## config.mk

```make
export PLATFORM = sky130hd
export DESIGN_NAME = writeback_stage
export DESIGN_NICKNAME = d
export VERILOG_FILES = /design/src/rtl/writeback_stage.sv
export SDC_FILE = /design/constraint.sdc
export NUM_CORES = 1
export LEC_CHECK = 0
export CAP_MARGIN = 10
export CORE_ASPECT_RATIO = 0.9
export CORE_MARGIN = 10
export CORE_UTILIZATION = 44
export DETAILED_ROUTE_END_ITERATION = 10
export PLACE_DENSITY = 0.91
export SLEW_MARGIN = 10
export SYNTH_ARGS = -nofsm -noshare
export SYNTH_HDL_FRONTEND = slang
export SYNTH_SLANG_ARGS = --single-unit
```

## constraint.sdc

```tcl
create_clock -name clk -period 2 [get_ports clk]
set_input_delay 0.5 -clock clk [delete_from_list [all_inputs] [get_ports clk]]
set_output_delay 0.5 -clock clk [all_outputs]
set_load 0.01 [all_outputs]
```

## src/rtl/writeback_stage.sv

```systemverilog
// Writeback stage: retires ALU/link/load results to the register file, 1-cycle registered write pulse
// (loads: 1 cycle after bus_ready). in_ready drops while a load waits on the data bus or times out.
module writeback_stage #(
  parameter int TIMEOUT_CYCLES = 255,
  parameter int CNT_W          = 8
) (
  input  logic        clk,
  input  logic        reset,
  input  logic        in_valid,
  output logic        in_ready,
  input  logic [4:0]  in_rd,
  input  logic [1:0]  in_src,
  input  logic [31:0] in_alu_result,
  input  logic [31:0] in_pc_plus_4,
  input  logic [2:0]  in_funct3,
  input  logic [1:0]  in_addr_lo,
  input  logic [31:0] bus_read_data,
  input  logic        bus_ready,
  output logic [4:0]  write_reg,
  output logic [31:0] write_data,
  output logic        cs_reg_write,
  output logic        load_fault
);

  typedef enum logic {
    IDLE      = 1'b0,
    LOAD_WAIT = 1'b1
  } state_t;

  typedef struct packed {
    logic [4:0] rd;
    logic [2:0] funct3;
    logic [1:0] addr_lo;
  } load_meta_t;

  localparam logic [1:0] SRC_ALU  = 2'b00;
  localparam logic [1:0] SRC_LOAD = 2'b01;
  localparam logic [1:0] SRC_LINK = 2'b10;

  localparam logic [CNT_W-1:0] CNT_LAST = CNT_W'(TIMEOUT_CYCLES - 1);

  state_t          state, state_n;
  logic [CNT_W-1:0] cnt, cnt_n;
  load_meta_t      pend, pend_n;
  logic [4:0]      write_reg_n;
  logic [31:0]     write_data_n;
  logic            cs_reg_write_n;
  logic            load_fault_n;
  logic            load_ok;
  logic [31:0]     load_value;

  function automatic logic [31:0] align_load(input logic [2:0]  f3,
                                             input logic [1:0]  lo,
                                             input logic [31:0] w);
    logic [7:0]  b;
    logic [15:0] h;
    case (lo)
      2'd0:    b = w[7:0];
      2'd1:    b = w[15:8];
      2'd2:    b = w[23:16];
      default: b = w[31:24];
    endcase
    h = lo[1] ? w[31:16] : w[15:0];
    case (f3)
      3'b000:  align_load = {{24{b[7]}}, b};
      3'b001:  align_load = {{16{h[15]}}, h};
      3'b100:  align_load = {24'd0, b};
      3'b101:  align_load = {16'd0, h};
      default: align_load = w;
    endcase
  endfunction

  // Legal load type with natural alignment for its access size.
  always_comb begin
    load_ok = 1'b0;
    case (in_funct3)
      3'b000, 3'b100: load_ok = 1'b1;
      3'b001, 3'b101: load_ok = ~in_addr_lo[0];
      3'b010:         load_ok = (in_addr_lo == 2'b00);
      default:        load_ok = 1'b0;
    endcase
  end

  assign load_value = align_load(pend.funct3, pend.addr_lo, bus_read_data);
  assign in_ready   = (state == IDLE);

  always_comb begin
    state_n        = state;
    cnt_n          = cnt;
    pend_n         = pend;
    write_reg_n    = write_reg;
    write_data_n   = write_data;
    cs_reg_write_n = 1'b0;
    load_fault_n   = 1'b0;
    case (state)
      IDLE: begin
        if (in_valid) begin
          case (in_src)
            SRC_ALU, SRC_LINK: begin
              write_reg_n    = in_rd;
              write_data_n   = (in_src == SRC_ALU) ? in_alu_result : in_pc_plus_4;
              cs_reg_write_n = (in_rd != 5'd0);
            end
            SRC_LOAD: begin
              if (load_ok) begin
                state_n = LOAD_WAIT;
                cnt_n   = '0;
                pend_n  = '{rd: in_rd, funct3: in_funct3, addr_lo: in_addr_lo};
              end else begin
                load_fault_n = 1'b1;
              end
            end
            default: ;
          endcase
        end
      end
      LOAD_WAIT: begin
        // Data arriving on the final wait cycle still wins over the timeout.
        if (bus_ready) begin
          state_n        = IDLE;
          write_reg_n    = pend.rd;
          write_data_n   = load_value;
          cs_reg_write_n = (pend.rd != 5'd0);
        end else if (cnt == CNT_LAST) begin
          state_n      = IDLE;
          load_fault_n = 1'b1;
        end else begin
          cnt_n = cnt + 1'b1;
        end
      end
      default: state_n = IDLE;
    endcase
  end

  always_ff @(posedge clk) begin
    if (reset) begin
      state        <= IDLE;
      cnt          <= '0;
      pend         <= '0;
      write_reg    <= '0;
      write_data   <= '0;
      cs_reg_write <= 1'b0;
      load_fault   <= 1'b0;
    end else begin
      state        <= state_n;
      cnt          <= cnt_n;
      pend         <= pend_n;
      write_reg    <= write_reg_n;
      write_data   <= write_data_n;
      cs_reg_write <= cs_reg_write_n;
      load_fault   <= load_fault_n;
    end
  end

endmodule

```

==> summary.log <==
INFO  logic_synthesis avgSynthCellArea=8.76um^2
INFO  flow_run       max_cap_viol_count=0
INFO  timing         timing_hold_violations_final=0
INFO  floorplan      io_pins=152
INFO  timing         fmax=521MHz
INFO  logic_synthesis synth_sequential_area_ratio=30.1%
INFO  route          wirelength_per_cell=21.0um
INFO  power_and_ir_drop totalPowerFinal=3.28mW
INFO  route          drc_errors=0
INFO  route          vias_per_cell=6.02
INFO  cells_and_area fillCellCount=638
INFO  logic_synthesis ys_async_sr_fraction=0%
INFO  power_and_ir_drop worst_ir_drop_vdd=0.000401V
INFO  logic_synthesis post_synth_inst_count=440
INFO  floorplan      die_w=119um
INFO  placement      port_buffers=151
INFO  timing         min_period_over_period=96.0%
INFO  timing         post-route-min-period=1.92ns
INFO  timing         timing.final.setup_violations=0
INFO  logic_synthesis dominantRegCellSynth=sky130_fd_sc_hd__dfxtp_1
INFO  logic_synthesis netlist.top_cell.by_area=sky130_fd_sc_hd__dfxtp_1
INFO  setup_path     timing.reg2reg.setup_slack=0.20ns
INFO  logic_synthesis synthTopCellsByArea=sky130_fd_sc_hd__dfxtp_1, sky130_fd_sc_hd__mux2i_1, sky130_fd_sc_hd__mux2_2, sky130_fd_sc_hd__a21oi_1, sky130_fd_sc_hd__o21ai_0
INFO  outcome        run_status=finished clean
INFO  cts            clock_insertion_delay_worst_skew=0.34ns
INFO  cells_and_area regMostFlops=write_data
INFO  route          num_vias=4475
INFO  setup_path     path_cells=clkdlybuf4s50_1 > buf_12 > or3b_2 > a21oi_1 > a2111oi_2 > a211oi_1
INFO  route          antenna_violating_nets_post_route=0
INFO  setup_path     setup.worst_path.class=primary input to register
INFO  cts            h-tree-depth=3
INFO  floorplan      coreArea=0.00857mm^2
INFO  logic_synthesis synth-edff-count=0
INFO  cts            clock_sinks=58
INFO  global_routing grt_first_pass_wirelength=23900um
INFO  setup_path     required_arrival_time_at_the_worst_endpoint=2.26ns
INFO  cts            cts_root_buf=sky130_fd_sc_hd__clkbuf_8
INFO  route          totalWireLength=15600um
INFO  worst_hold_path hold_path.class=register to register
INFO  cells_and_area multi_input_comb_area=0.00257mm^2
INFO  timing         final.setup_skew=0.00697ns
INFO  power_and_ir_drop power.density=534mW/mm^2
INFO  timing         tightestPinTransition=0.523ns
INFO  setup_path     crit_buf_inv=2
INFO  setup_path     ff_to_ff_end=write_data[3]
INFO  setup_path     source_of_the_worst_register_to_register_timing_path=pend[2]
INFO  route          drtIter0Drc=301
INFO  logic_synthesis synthesis.nets=554
INFO  setup_path     worstSetupEndpointType=register
INFO  timing         finalMaxSlewViolations=0
INFO  setup_path     timing.critical_path.arrival=2.18ns
INFO  logic_synthesis synth_cell_types=59
INFO  logic_synthesis yosys_warnings=0
INFO  placement      dp.final_hpwl=12000um
INFO  global_routing antenna_violations_before_repair=0
INFO  cts            postCtsHoldBufs=0
INFO  cts            cts_buffers=9
INFO  cts            cts-root-to-sink-buffers=2
INFO  logic_synthesis yosysTopAreaCellShare=30.1%
INFO  global_routing grt_pass1_vias=4500
INFO  cells_and_area reg_top3=write_data: 32 flops, pend: 10 flops, cnt: 8 flops
INFO  setup_path     slowest_stage_cell_crit_path=sky130_fd_sc_hd__clkdlybuf4s50_1
INFO  cells_and_area area_growth_syn_to_layout=59.3%
INFO  floorplan      num_rows=32
INFO  power_and_ir_drop leakage=2.22nW
INFO  cts            worst_setup_hold_path_clk_slew=0.07ns
INFO  logic_synthesis post_synth_instance_area=0.00385mm^2
INFO  worst_hold_path hold_path_end=pend[4]
INFO  cells_and_area layout-drive-gt1-share=22.6%
INFO  setup_path     critPathTopFamily=compound AO/OA/AOI/OAI gates
INFO  route          firstDrtPassIters=5
INFO  floorplan      dieHeight=109um
INFO  timing         totalNegativeSetupSlack=0ns
INFO  cells_and_area antenna_cells_inserted=0
INFO  cells_and_area sequential_cell_area=0.00116mm^2
INFO  worst_hold_path worstHoldStart=pend[4]
INFO  cells_and_area nNetsFinal=733
INFO  placement      place.gp.congestion=0.970
INFO  setup_path     slowest_delay=0.45ns
INFO  setup_path     worstSetupStartpointType=primary input
INFO  floorplan      floorplan.initialDensity=45.0%
INFO  global_routing grt_start_max_net_pins=27
INFO  global_routing grt_usage=22.8%
INFO  global_routing globalRoute.totalOverflow=0
INFO  cells_and_area flip_flop_count_of_the_largest_register_after_layout=32
INFO  logic_synthesis ys_ff_latch=58
INFO  timing         slew_headroom=65.1%
INFO  worst_hold_path hold-path-cell-count=2
INFO  setup_path     worst-r2r-cell-count=4
INFO  setup_path     path_max_fanout=25
INFO  cts            cts_tree=done
INFO  floorplan      die_area=0.0129mm^2
[synth_stat cells, drive strengths merged (8+ instances only)]
master	instances
mux2i	23
or3	9
o21bai	8
a211oi	30
mux2	17
or3b	11
a21oi	39
dfxtp	58
clkbuf	17
o21ai	35
o22ai	17
nand2	10
nand3	8
buf	21
nand2b	10
nor2	40
a2111oi	16
[per-stage QoR]
step	utilization, %	cell area [um^2]	cells	hold WS [ns]	setup WS (ns)
after detailed placement	67.5	5780	724	0.482	-0.400
after global routing	71.7	6140	743	0.522	-0.0311
after floorplan	-	3850	440	0.448	0.150
after global placement	67.5	5780	724	0.473	-0.318
final	71.7	6140	743	0.497	0.0801
after CTS	69.9	5990	741	0.495	0.00261
[worst register-to-register path, cell delays in order, from the launching register on]
cell and delay (ns):
sky130_fd_sc_hd__dfxtp_1 0.32, sky130_fd_sc_hd__nand2b_1 0.37, sky130_fd_sc_hd__or3_1 0.48, sky130_fd_sc_hd__a2111oi_0 0.43
sky130_fd_sc_hd__a211oi_1 0.09
[routing by layer]
metal / vias to the layer above / global-route usage, % / share of wire [%]
met5: - / 0 / 0
met4: 0 / 9.06 / 3.5
met3: 52 / 6.46 / 8.6
met2: 256 / 39.7 / 49
met1: 2122 / 26.1 / 39
li1: 2045 / - / -
[cells by family (layout without fill, tap and decap cells)]
kind of cell | count (synthesis) | after routing | share of synthesized area [%]
compound gates | 168 | 168 | 32.4
simple gates | 125 | 125 | 19.8
flops | 58 | 58 | 30.1
buf+inv | 46 | 230 | 5.87
mux | 40 | 40 | 10.9
fa+ha+maj | 2 | 2 | 0.649
xor+xnor | 1 | 1 | 0.227
[power breakdown]
| group | switching, mW | internal (mW) |
|---|---|---|
| logic | 0.407 | 0.541 |
| clock network | 0.501 | 0.572 |
| registers | 0.0393 | 1.22 |
| total | 0.947 | 2.33 |
[placed cells by master (no fill, tap or decap), types with 7 or more instances in the layout]
master	n
sky130_fd_sc_hd__clkdlybuf4s50_1	147
sky130_fd_sc_hd__dfxtp_1	55
sky130_fd_sc_hd__buf_4	46
sky130_fd_sc_hd__a21oi_1	38
sky130_fd_sc_hd__nor2_1	38
sky130_fd_sc_hd__o21ai_0	33
sky130_fd_sc_hd__mux2i_1	22
sky130_fd_sc_hd__mux2_2	17
sky130_fd_sc_hd__o22ai_1	17
sky130_fd_sc_hd__a211oi_1	16
sky130_fd_sc_hd__a211oi_2	14
sky130_fd_sc_hd__nand2b_1	10
sky130_fd_sc_hd__or3b_2	9
sky130_fd_sc_hd__or3_1	9
sky130_fd_sc_hd__clkbuf_8	9
sky130_fd_sc_hd__nand2_1	8
sky130_fd_sc_hd__o21bai_1	8
sky130_fd_sc_hd__nand3_1	8
sky130_fd_sc_hd__inv_1	7
sky130_fd_sc_hd__and3b_1	7
sky130_fd_sc_hd__a211o_1	7
sky130_fd_sc_hd__a2111oi_2	7
sky130_fd_sc_hd__or4b_1	7
sky130_fd_sc_hd__nor2b_1	7
sky130_fd_sc_hd__buf_12	7
[layout make-up]
| cell class | instances | share of cell area (%) |
|---|---|---|
| multi-input combinational | 336 | 41.9 |
| sequential | 58 | 19.0 |
| clock buffer | 11 | 2.14 |
| tap | 119 | 2.42 |
| timing repair buffer | 206 | 33.1 |
| inverter | 8 | 0.509 |
| clock inverter | 5 | 0.896 |
[how the worst max path moves through the flow]
stage	start	end	slack, ns	cells past startpoint
final	in_src[1]	write_data[15]	0.08	6
after global routing	in_valid	write_data[10]	-0.03	7
after CTS	bus_read_data[7]	write_data[18]	0.003	7
after detailed placement	bus_read_data[7]	write_data[18]	-0.40	6
after global placement	bus_read_data[7]	write_data[20]	-0.32	6
after floorplan	in_src[0]	write_data[5]	0.15	7
[what timing repair did]
item,4_1_cts,5_1_grt
gates cloned,0,1
setup buffers,1,1
resized for setup,2,25
pin swaps,1,1
setup endpoints to repair,18,33
Note: power is estimated with default switching activity, not from simulation.
